### src/rtl/vga_fb_arbiter.sv
// Single-port framebuffer arbiter. Display fetches always own the RAM port.
// A one-entry posted write buffer absorbs CPU writes; CPU reads use idle slots.
module vga_fb_arbiter #(
    parameter int ADDR_W = 9,
    parameter int DATA_W = 12
) (
    input  logic              clk_25mhz,
    input  logic              reset,
    input  logic              vga_req,
    input  logic [ADDR_W-1:0] vga_addr,
    output logic [DATA_W-1:0] vga_rdata,
    output logic              vga_rvalid,
    input  logic              cpu_req,
    input  logic              cpu_we,
    input  logic [ADDR_W-1:0] cpu_addr,
    input  logic [DATA_W-1:0] cpu_wdata,
    output logic              cpu_ack,
    output logic [DATA_W-1:0] cpu_rdata,
    output logic              mem_en,
    output logic              mem_we,
    output logic [ADDR_W-1:0] mem_addr,
    output logic [DATA_W-1:0] mem_wdata,
    input  logic [DATA_W-1:0] mem_rdata,
    output logic              wbuf_full,
    output logic [7:0]        stall_cnt
);

    typedef enum logic [1:0] {IDLE, RD_ISSUED, ACK} cpu_state_t;

    cpu_state_t        state_reg, state_next;
    logic              wbuf_full_reg, wbuf_full_next;
    logic [ADDR_W-1:0] wbuf_addr_reg, wbuf_addr_next;
    logic [DATA_W-1:0] wbuf_data_reg, wbuf_data_next;
    logic [DATA_W-1:0] cpu_rdata_reg, cpu_rdata_next;
    logic              vga_rvalid_reg;
    logic [7:0]        stall_cnt_reg, stall_cnt_next;

    logic drain;
    logic wr_accept;
    logic rd_forward;
    logic rd_issue;
    logic stall;

    always_comb begin
        drain          = wbuf_full_reg && !vga_req;
        wr_accept      = 1'b0;
        rd_forward     = 1'b0;
        rd_issue       = 1'b0;
        stall          = 1'b0;
        state_next     = state_reg;
        cpu_rdata_next = cpu_rdata_reg;

        case (state_reg)
            IDLE: begin
                if (cpu_req) begin
                    if (cpu_we) begin
                        // A draining buffer frees its slot at the same edge.
                        if (!wbuf_full_reg || drain) wr_accept = 1'b1;
                        else                         stall     = 1'b1;
                    end else if (wbuf_full_reg && cpu_addr == wbuf_addr_reg) begin
                        rd_forward = 1'b1;
                    end else if (!vga_req && !wbuf_full_reg) begin
                        rd_issue = 1'b1;
                    end else begin
                        stall = 1'b1;
                    end
                end
                if (wr_accept || rd_forward) state_next = ACK;
                if (rd_issue)                state_next = RD_ISSUED;
                if (rd_forward)              cpu_rdata_next = wbuf_data_reg;
            end
            RD_ISSUED: begin
                cpu_rdata_next = mem_rdata;
                state_next     = ACK;
            end
            ACK:     state_next = IDLE;
            default: state_next = IDLE;
        endcase

        wbuf_full_next = wbuf_full_reg;
        wbuf_addr_next = wbuf_addr_reg;
        wbuf_data_next = wbuf_data_reg;
        if (wr_accept) begin
            wbuf_full_next = 1'b1;
            wbuf_addr_next = cpu_addr;
            wbuf_data_next = cpu_wdata;
        end else if (drain) begin
            wbuf_full_next = 1'b0;
        end

        stall_cnt_next = stall_cnt_reg;
        if (stall && stall_cnt_reg != 8'hFF) stall_cnt_next = stall_cnt_reg + 8'd1;
    end

    // Port mux: display fetch, then buffer drain, then CPU read.
    always_comb begin
        mem_en    = 1'b0;
        mem_we    = 1'b0;
        mem_addr  = '0;
        mem_wdata = '0;
        if (reset) begin
            if (vga_req) begin
                mem_en   = 1'b1;
                mem_addr = vga_addr;
            end else if (wbuf_full_reg) begin
                mem_en    = 1'b1;
                mem_we    = 1'b1;
                mem_addr  = wbuf_addr_reg;
                mem_wdata = wbuf_data_reg;
            end else if (rd_issue) begin
                mem_en   = 1'b1;
                mem_addr = cpu_addr;
            end
        end
    end

    always_ff @(posedge clk_25mhz or negedge reset) begin
        if (!reset) begin
            state_reg      <= IDLE;
            wbuf_full_reg  <= 1'b0;
            wbuf_addr_reg  <= '0;
            wbuf_data_reg  <= '0;
            cpu_rdata_reg  <= '0;
            vga_rvalid_reg <= 1'b0;
            stall_cnt_reg  <= '0;
        end else begin
            state_reg      <= state_next;
            wbuf_full_reg  <= wbuf_full_next;
            wbuf_addr_reg  <= wbuf_addr_next;
            wbuf_data_reg  <= wbuf_data_next;
            cpu_rdata_reg  <= cpu_rdata_next;
            vga_rvalid_reg <= vga_req;
            stall_cnt_reg  <= stall_cnt_next;
        end
    end

    assign vga_rvalid = vga_rvalid_reg;
    assign vga_rdata  = vga_rvalid_reg ? mem_rdata : '0;
    assign cpu_ack    = (state_reg == ACK);
    assign cpu_rdata  = cpu_rdata_reg;
    assign wbuf_full  = wbuf_full_reg;
    assign stall_cnt  = stall_cnt_reg;

endmodule

### config.mk
export PLATFORM = sky130hd
export DESIGN_NAME = vga_fb_arbiter
export DESIGN_NICKNAME = d
export VERILOG_FILES = /design/src/rtl/vga_fb_arbiter.sv
export SDC_FILE = /design/constraint.sdc
export NUM_CORES = 1
export LEC_CHECK = 0
export BUFFER_PORTS_ARGS = -buffer_cell sky130_fd_sc_hd__clkbuf_2
export CORE_AREA = 2 2 75 77
export DETAILED_ROUTE_END_ITERATION = 7
export DIE_AREA = 0 0 77 79
export GPL_TIMING_DRIVEN = 1
export PLACE_DENSITY = 0.79
export SLEW_MARGIN = 20
export SYNTH_ARGS = -nofsm -noshare
export SYNTH_HDL_FRONTEND = slang
export SYNTH_SLANG_ARGS = --single-unit
export TNS_END_PERCENT = 50
### constraint.sdc
create_clock -name clk_25mhz -period 2.1 [get_ports clk_25mhz]
set_input_delay 0 -clock clk_25mhz [delete_from_list [all_inputs] [get_ports clk_25mhz]]
set_output_delay 0 -clock clk_25mhz [all_outputs]
set_load 0.1 [all_outputs]
==> results of run 1 <==
## cell type report
cell class / instances / share of cell area [%]
well taps: 72 / 2.305
flip-flops and latches: 45 / 29.23
repair buffers: 147 / 32.69
multi-input cells: 164 / 33.17
inverters: 3 / 0.2882
clock buffers: 8 / 2.305
## critical path, stage by stage (launching register included)
cell	delay, ps
dfrtp_4	470
nor2b_1	150
nand4_1	180
or4_4	560
buf_6	180
mux2i_2	200
a21oi_1	90
## how the worst min path moves through the flow
stage                        from            end  slack, ps  cells after the start
global placement            reset   cpu_rdata[9]        -50                      1
global route        mem_rdata[11]  cpu_rdata[11]         40                      3
finish              mem_rdata[11]  cpu_rdata[11]         10                      3
floorplan                   reset   cpu_rdata[0]       -300                      0
detailed placement          reset   cpu_rdata[9]        -40                      1
CTS                 mem_rdata[11]  cpu_rdata[11]          3                      3
## through the flow
step	cell area, µm²	setup WS, ps	power (µW)	utilization (%)	hold slack (ps)
floorplan	2484	6.050	3159	-	-295.6
global placement	3457	190.6	3621	64.77	-50.13
detailed placement	3457	87.57	3667	64.77	-44.26
CTS	3887	56.13	4271	72.83	3.266
global route	3908	3.584	4458	73.21	36.83
finish	3908	92.82	4285	73.21	10.28
## repair_timing
action,in CTS,in global routing
hold buffers,34,0
gates resized for setup,0,4
setup endpoints to repair,0,5
endpoints found under the hold margin,64,0
## where the power goes
part | internal, µW | switching (µW)
Clock | 269 | 291
Sequential | 1150 | 217
Combinational | 604 | 1750
## per-layer routing
metal  up-vias  track usage, %  share of wire [%]
li1       1074               -                  -
met1      1118           28.16                 41
met2       113           40.61                 49
met3        14           7.045                7.4
met4         0           8.214                1.7
met5         -               0                  0
## placed cells by master (no fill, tap or decap), types with 5 or more instances in the layout
master         synthesis  final
a221oi_1               8      8
buf_4                  0      8
nand2_1                7      7
nor2_1                15     14
xor2_1                 5      5
xnor2_1                9      9
buf_12                 0     23
nor2b_4                0      7
mux2i_1               12     11
dfrtp_1               45     38
clkbuf_8               0      6
and2_1                13     13
and3_1                22     22
dlygate4sd3_1          0     34
a21oi_1               12     12
clkbuf_2               0     81
mux2_2                24     24
## cell families after synthesis
family,count (synthesis),share of synthesized area (%)
compound gates,24,6.729
xor+xnor,14,5.112
fa+ha+maj,2,0.9910
buf+inv,17,2.712
flops,45,46.95
mux,36,16.28
simple gates,88,21.23
==> impl_metrics.yaml, run 1 <==
layout:
  seqCellArea_um2: 1142
  nNetsFinal: 414
  area_growth_pct: 62.91
  final_cells: 439
  fillCellCount: 383
  multiInputGateArea_um2: 1296
  drive_gt1_share_pct: 46.32
  diodes: 0
drt:
  drt-initial-drc-count: 134
  wire_per_inst_um: 16.03
  dr.pass1.iters: 5
  viasPerCell: 5.282
  drc_errors: 0
  num_vias: 2319
  wl_mm: 7.035
  ant_nets: 0
worst_setup_path:
  path_class: "reg2reg"
  crit_arrival_ps: 2140
  r2r_cells: 6
  critPathMaxFanout: 12
  cp.required_ps: 2240
  rr_endpoint: "cpu_rdata[0]"
  cp-startpoint: "wbuf_full"
  r2r-start: "wbuf_full"
  worstSetupEndpoint: "cpu_rdata[0]"
  reg2reg_slack_ps: 90
  end_kind: "register"
  startpoint_type: "register"
floorplan:
  pin_count: 105
  die_h_um: 79
  core_um2: 5338
  dieArea_um2: 6083
  die_x_um: 77
  rows: 27
  start_util_pct: 44.94
grt:
  grt_pass1_vias: 2396
  antenna_found_initial: 0
  grt_pass1_wl_mm: 11.36
  grtUsageTotal_pct: 23.55
  grt_start_max_net_pins: 37
  overflow: 0
power:
  p_leak_uw: 0.001915
  power.density_nw_per_um2: 1097
  peakVddDrop_uv: 842.6
sta:
  skew_ps: 5.824
  finalSetupViolCount: 0
  finalMaxSlewViolations: 0
  rsz0062_at_grt: "no"
  clock.fmax_mhz: 498.2
  finalSetupTns_ps: 0
  fin_crit_sh_pct: 95.58
  finalHoldViolCount: 0
  period_minus_slack_ps: 2007
  relSlewSlack_pct: 38.43
  worst_pin_slew_ps: 923.6
synth:
  synth_top_area_share_pct: 46.95
  yosys.area.top_type: "dfrtp_1"
  yosysWarningCount: 0
  ys_ff_latch: 45
  syn_inst: 226
  synth_cell_type_count: 33
  synth_edf_count: 0
  syn_area_per_cell_um2: 10.61
  synth_area_leaders: "dfrtp_1 (47%), mux2_2 (11%), and3_1 (5.7%)"
  synth_nets: 274
  seq_area_frac_synth_pct: 46.95
  yosysMostFrequentCell: "dfrtp_1"
  async_reset_ff_share_pct: 100.0
  syn_area_um2: 2399
  synth_ff_type: "dfrtp_1"
  synth_commonest_cells: "dfrtp_1 (45), mux2_2 (24), and3_1 (22)"
clocking:
  cts_made_buffers: 5
  h-tree-depth: 2
  cts-root-buf: "clkbuf_8"
  cts.clk_slew.worst_paths_ps: 90
  clock_path_buffers: 2
  cts_tree: "built"
  clock_latency_ps: 290
  cts.sinks: 45
  postCtsSetupRepairBufs: 0
run_status:
  status: "complete, no violations"
place:
  dp_cells: 397
  gp_congestion: 0.7825
  io_buffers: 104
  dp_hpwl_mm: 4.583
worst_hold_path:
  hold_class: "in2reg"
run:
  cap_violations: 0
No activity file was read; power rests on OpenSTA's default activity.
==> inputs of run 2 (changes only) <==
--- a/config.mk
+++ b/config.mk
@@ -6,11 +6,12 @@
 export NUM_CORES = 1
 export LEC_CHECK = 0
 export BUFFER_PORTS_ARGS = -buffer_cell sky130_fd_sc_hd__clkbuf_2
-export CORE_AREA = 2 2 75 77
+export CORE_AREA = 2 2 73 75
+export CTS_BUF_LIST = sky130_fd_sc_hd__clkbuf_2
 export DETAILED_ROUTE_END_ITERATION = 7
-export DIE_AREA = 0 0 77 79
+export DIE_AREA = 0 0 75 77
 export GPL_TIMING_DRIVEN = 1
-export PLACE_DENSITY = 0.79
+export PLACE_DENSITY = 0.83
 export SLEW_MARGIN = 20
 export SYNTH_ARGS = -nofsm -noshare
 export SYNTH_HDL_FRONTEND = slang
==> run 2 against run 1 <==
Net effect:
- the flow now finishes with violations (negative setup slack)
- wire length is 7.5% higher
- worst hold slack gained 170 ps
- sequential power hardly changed
- clock power fell by 13%
- combinational power increased by 3%
- maximum frequency is 4.9% lower
- via count is 4.5% higher
- critical endpoint is now mem_addr[4]
- highest routed layer unchanged
==> impl_metrics.yaml, run 2 (synthesized netlist as in run 1, its figures left out) <==
sta:
  clock.fmax_mhz: 473.7
  layout_setup_ws_ps: -11.04
  finalMaxSlewViolations: 0
  rsz0062_at_grt: "yes"
  period_minus_slack_ps: 2111
  relSlewSlack_pct: 38.88
  finalHoldViolCount: 0
  whs_ps: 182.3
  finalSetupViolCount: 5
  fin_crit_sh_pct: 100.5
  finalSetupTns_ps: -39.13
  worst_pin_slew_ps: 916.9
  skew_ps: 10.77
worst_setup_path:
  cp_common_cell: "nand2b_4"
  path_cells: "nand2b_4 -> nand2b_4 -> nor4_4 -> buf_2 -> a221oi_1 -> nor2b_4 -> buf_12"
  path_delay_family: "simple AND/OR/NAND/NOR gates"
  critPathMaxFanout: 5
  crit_slowest_cell: "dfrtp_1"
  worst-path-buf-inv: 2
  path_class: "reg2out"
  crit_arrival_ps: 2110
  cpPeakStageDelay_ps: 440
  cp.required_ps: 2100
  startpoint_type: "register"
  end_kind: "output port"
grt:
  grt_pass1_wl_mm: 12.50
  antenna_found_initial: 0
  grtUsageTotal_pct: 28.06
  overflow: 0
  grt_start_max_net_pins: 54
  grt_pass1_vias: 2546
run_status:
  violations: "negative setup slack"
  status: "finished, violations left"
place:
  gp_congestion: 0.8204
  place_ws_ps: 151.2
  io_buffers: 104
  dp_hpwl_mm: 4.543
drt:
  ant_nets: 0
  drt-initial-drc-count: 188
  wl_mm: 7.561
  num_vias: 2423
  wire_per_inst_um: 16.84
  dr.pass1.iters: 6
  drc_errors: 0
  viasPerCell: 5.396
power:
  power.density_nw_per_um2: 1059
  peakVddDrop_uv: 863.1
  power_uw: 4279
  p_leak_uw: 0.001998
worst_hold_path:
  hold_class: "in2async"
layout:
  nNetsFinal: 426
  diodes: 0
  final_common_cell: "clkbuf_2"
  drive_gt1_share_pct: 48.55
  area_growth_pct: 68.49
  layout.cells.most_common_list: "clkbuf_2 (87), dfrtp_1 (38), dlygate4sd3_1 (37)"
clocking:
  clock_latency_ps: 410
  cts_tree: "built"
  cts.clk_slew.worst_paths_ps: 230
  cts-root-buf: "clkbuf_2"
  cts.sinks: 45
  h-tree-depth: 2
  cts_made_buffers: 5
  clock_path_buffers: 2
run:
  cap_violations: 0
floorplan:
  start_util_pct: 48.19
  rows: 26
  die_h_um: 77
  dieArea_um2: 5775
  core_um2: 4977
  die_x_um: 75
  pin_count: 105
[run 2: path summary, 6_finish.rpt]
path	startpoint	end	slack, ps	depth (start not counted)
hold reg to reg	stall_cnt[3]	stall_cnt[3]	490	1
max in group asynchronous	reset	wbuf_full	1260	4
hold / removal	reset	wbuf_data_reg[0]	180	3
setup reg to reg	wbuf_full	cpu_rdata[5]	50	7
setup / recovery	state_reg[1]	mem_addr[4]	-10	7
min in group clk_25mhz	cpu_wdata[0]	wbuf_data_reg[0]	340	3
[run 2: through the flow]
stage	utilization (%)	cells	instance area (µm²)
floorplan	-	226	2484
global placement	68.85	393	3427
detailed placement	68.85	393	3427
CTS	79.66	446	3965
global route	81.20	449	4041
finish	81.20	449	4041
[run 2: layout make-up]
cell class | instances | area [µm²]
tap | 70 | 87.58
clock buffer | 6 | 30.03
timing repair buffer | 159 | 1410
clock inverter | 2 | 33.78
inverter | 3 | 11.26
fill | 265 | 935.9
multi-input combinational | 164 | 1326
sequential | 45 | 1142
[run 2: worst register-to-register path, delay by kind of cell, from the launching register on]
kind,cells,cell delay (ps)
multiplexers,1,140
buffers and inverters,2,300
flip-flops,1,480
AO/OA/AOI/OAI,1,100
AND/OR/NAND/NOR,3,920
[run 2: routing by layer]
layer / vias up / track usage [%] / wire length (µm)
met5: - / 0 / 0
met4: 0 / 7.143 / 109
met3: 11 / 7.622 / 554
met2: 115 / 46.32 / 3867
met1: 1191 / 35.95 / 3030
li1: 1106 / - / -
[run 2: report_power, final]
part           switching, µW  internal (µW)  total (µW)
logic                   1780            645        2430
registers                215           1150        1360
clock network            283            203         486
total                   2280           2000        4280
[run 2: what timing repair did]
| action | in CTS | in global routing |
|---|---|---|
| gates cloned | 1 | 1 |
| hold endpoints to repair | 65 | 0 |
| setup endpoints to repair | 21 | 26 |
| buffers inserted | 7 | 2 |
| resized for setup | 7 | 9 |
| hold buffers | 37 | 0 |
| pin swaps | 2 | 3 |
==> inputs of run 3 (changes only) <==
--- a/config.mk
+++ b/config.mk
@@ -11,7 +11,7 @@
 export DETAILED_ROUTE_END_ITERATION = 7
 export DIE_AREA = 0 0 75 77
 export GPL_TIMING_DRIVEN = 1
-export PLACE_DENSITY = 0.83
+export PLACE_DENSITY = 0.86
 export SLEW_MARGIN = 20
 export SYNTH_ARGS = -nofsm -noshare
 export SYNTH_HDL_FRONTEND = slang
==> run 3 against run 2 <==
Net effect:
- worst hold slack lost 140 ps
- global-route usage increased by 0.10 points
- combinational power about the same
- cell count fell by 0.45%
- the flow still finishes with violations (negative setup slack)
- sequential share of layout area increased by 0.30 points
- clock skew is 42 ps higher
- die area is the same
- highest routed layer unchanged
- sequential power barely moved
- first-iteration DRC count is 19% lower
- final area is 1.1% lower
- maximum frequency fell by 1.4%
==> impl_metrics.yaml, run 3 (synthesized netlist as in run 1, its figures left out) <==
worst_setup_path:
  cp_common_cell: "nand2b_4"
  path_cells: "nand2b_4 -> nand2b_4 -> nor4_4 -> buf_4 -> a222oi_1 -> nor2b_2 -> buf_12"
  cp-startpoint: "state_reg[1]"
  r2r_cells: 6
  startpoint_type: "register"
  cp.required_ps: 2100
  end_kind: "output port"
  path_class: "reg2out"
  crit_arrival_ps: 2140
  crit_slowest_cell: "dfrtp_1"
  reg2reg_slack_ps: 40
  worst-path-buf-inv: 2
  critPathMaxFanout: 5
  cpPeakStageDelay_ps: 460
  r2r-start: "wbuf_full"
  rr_endpoint: "cpu_rdata[10]"
  path_delay_family: "simple AND/OR/NAND/NOR gates"
grt:
  grt_start_max_net_pins: 28
  grtUsageTotal_pct: 28.17
  overflow: 0
  grt_pass1_wl_mm: 12.49
  antenna_found_initial: 0
  grt_pass1_vias: 2525
drt:
  viasPerCell: 5.443
  num_vias: 2433
  wl_mm: 7.952
  drt-initial-drc-count: 152
  dr.pass1.iters: 4
  wire_per_inst_um: 17.79
  drc_errors: 0
  ant_nets: 0
floorplan:
  start_util_pct: 48.19
  dieArea_um2: 5775
  die_x_um: 75
  core_um2: 4977
  pin_count: 105
  die_h_um: 77
  rows: 26
run_status:
  status: "finished, violations left"
  violations: "negative setup slack"
clocking:
  cts-root-buf: "clkbuf_2"
  cts.sinks: 45
  cts.clk_slew.worst_paths_ps: 260
  clock_path_buffers: 2
  clock_latency_ps: 440
  cts_made_buffers: 5
  h-tree-depth: 2
  cts_tree: "built"
layout:
  nNetsFinal: 424
  final_common_cell: "clkbuf_2"
  drive_gt1_share_pct: 48.81
  layout.cells.most_common_list: "clkbuf_2 (87), dfrtp_1 (38), dlygate4sd3_1 (37)"
  area_growth_pct: 66.72
  final_core_util_pct: 80.34
  diodes: 0
place:
  dp_hpwl_mm: 4.697
  io_buffers: 104
  gp_congestion: 0.8555
power:
  peakVddDrop_uv: 1011
  power.density_nw_per_um2: 1072
  power_uw: 4288
  p_leak_uw: 0.001982
sta:
  finalSetupViolCount: 6
  relSlewSlack_pct: 39.78
  finalMaxSlewViolations: 0
  rsz0062_at_grt: "yes"
  clock.fmax_mhz: 467.2
  layout_setup_ws_ps: -40.25
  skew_ps: 52.92
  period_minus_slack_ps: 2140
  worst_pin_slew_ps: 903.3
  finalHoldViolCount: 0
  fin_crit_sh_pct: 101.9
  finalSetupTns_ps: -178.7
run:
  cap_violations: 0
worst_hold_path:
  hold_class: "in2async"
-- run 3: cell type report --
| class | instances | area, µm² |
|---|---|---|
| Clock buffer | 6 | 30.03 |
| Clock inverter | 2 | 35.03 |
| Fill cell | 282 | 978.4 |
| Inverter | 3 | 11.26 |
| Multi-Input combinational cell | 164 | 1333 |
| Sequential cell | 45 | 1142 |
| Tap cell | 70 | 87.58 |
| Timing Repair Buffer | 157 | 1360 |
-- run 3: worst max path at each step --
stage                        end  slack, ps  depth (start not counted)
floorplan           stall_cnt[1]          6                          6
global placement    stall_cnt[1]        190                          6
detailed placement  stall_cnt[1]        130                          6
CTS                  mem_addr[8]        -10                          7
global route         mem_addr[8]       -160                          7
finish               mem_addr[8]        -40                          7
-- run 3: report_power, final --
group | internal, µW | switching (µW) | total, µW
registers | 1150 | 230 | 1380
clock network | 205 | 287 | 492
logic | 627 | 1790 | 2420
-- run 3: per-stage QoR --
step	hold WS, ps	cell area, µm²	worst slack (ps)	instances
6_report	44.01	3999	-40.25	447
5_1_grt	63.60	3999	-158.7	447
4_1_cts	56.71	3944	-12.91	444
3_5_place_dp	14.40	3455	133.2	395
3_3_place_gp	6.686	3455	194.9	395
2_1_floorplan	-295.6	2484	6.050	226
-- run 3: repair_timing --
| item | 4_1_cts | 5_1_grt |
|---|---|---|
| setup buffers | 4 | 3 |
| hold buffers | 37 | 0 |
| pin swaps | 2 | 2 |
| endpoints found under the hold margin | 70 | 0 |
| gates resized for setup | 5 | 6 |
| cloned | 1 | 0 |
| endpoints found under the setup margin | 10 | 16 |
-- run 3: metal layers --
metal	wire, µm	track usage [%]	vias to the layer above
met2	4016	45.88	110
li1	-	-	1104
met3	524	7.490	18
met4	169	8.929	0
met1	3241	35.91	1201
met5	0	0	-
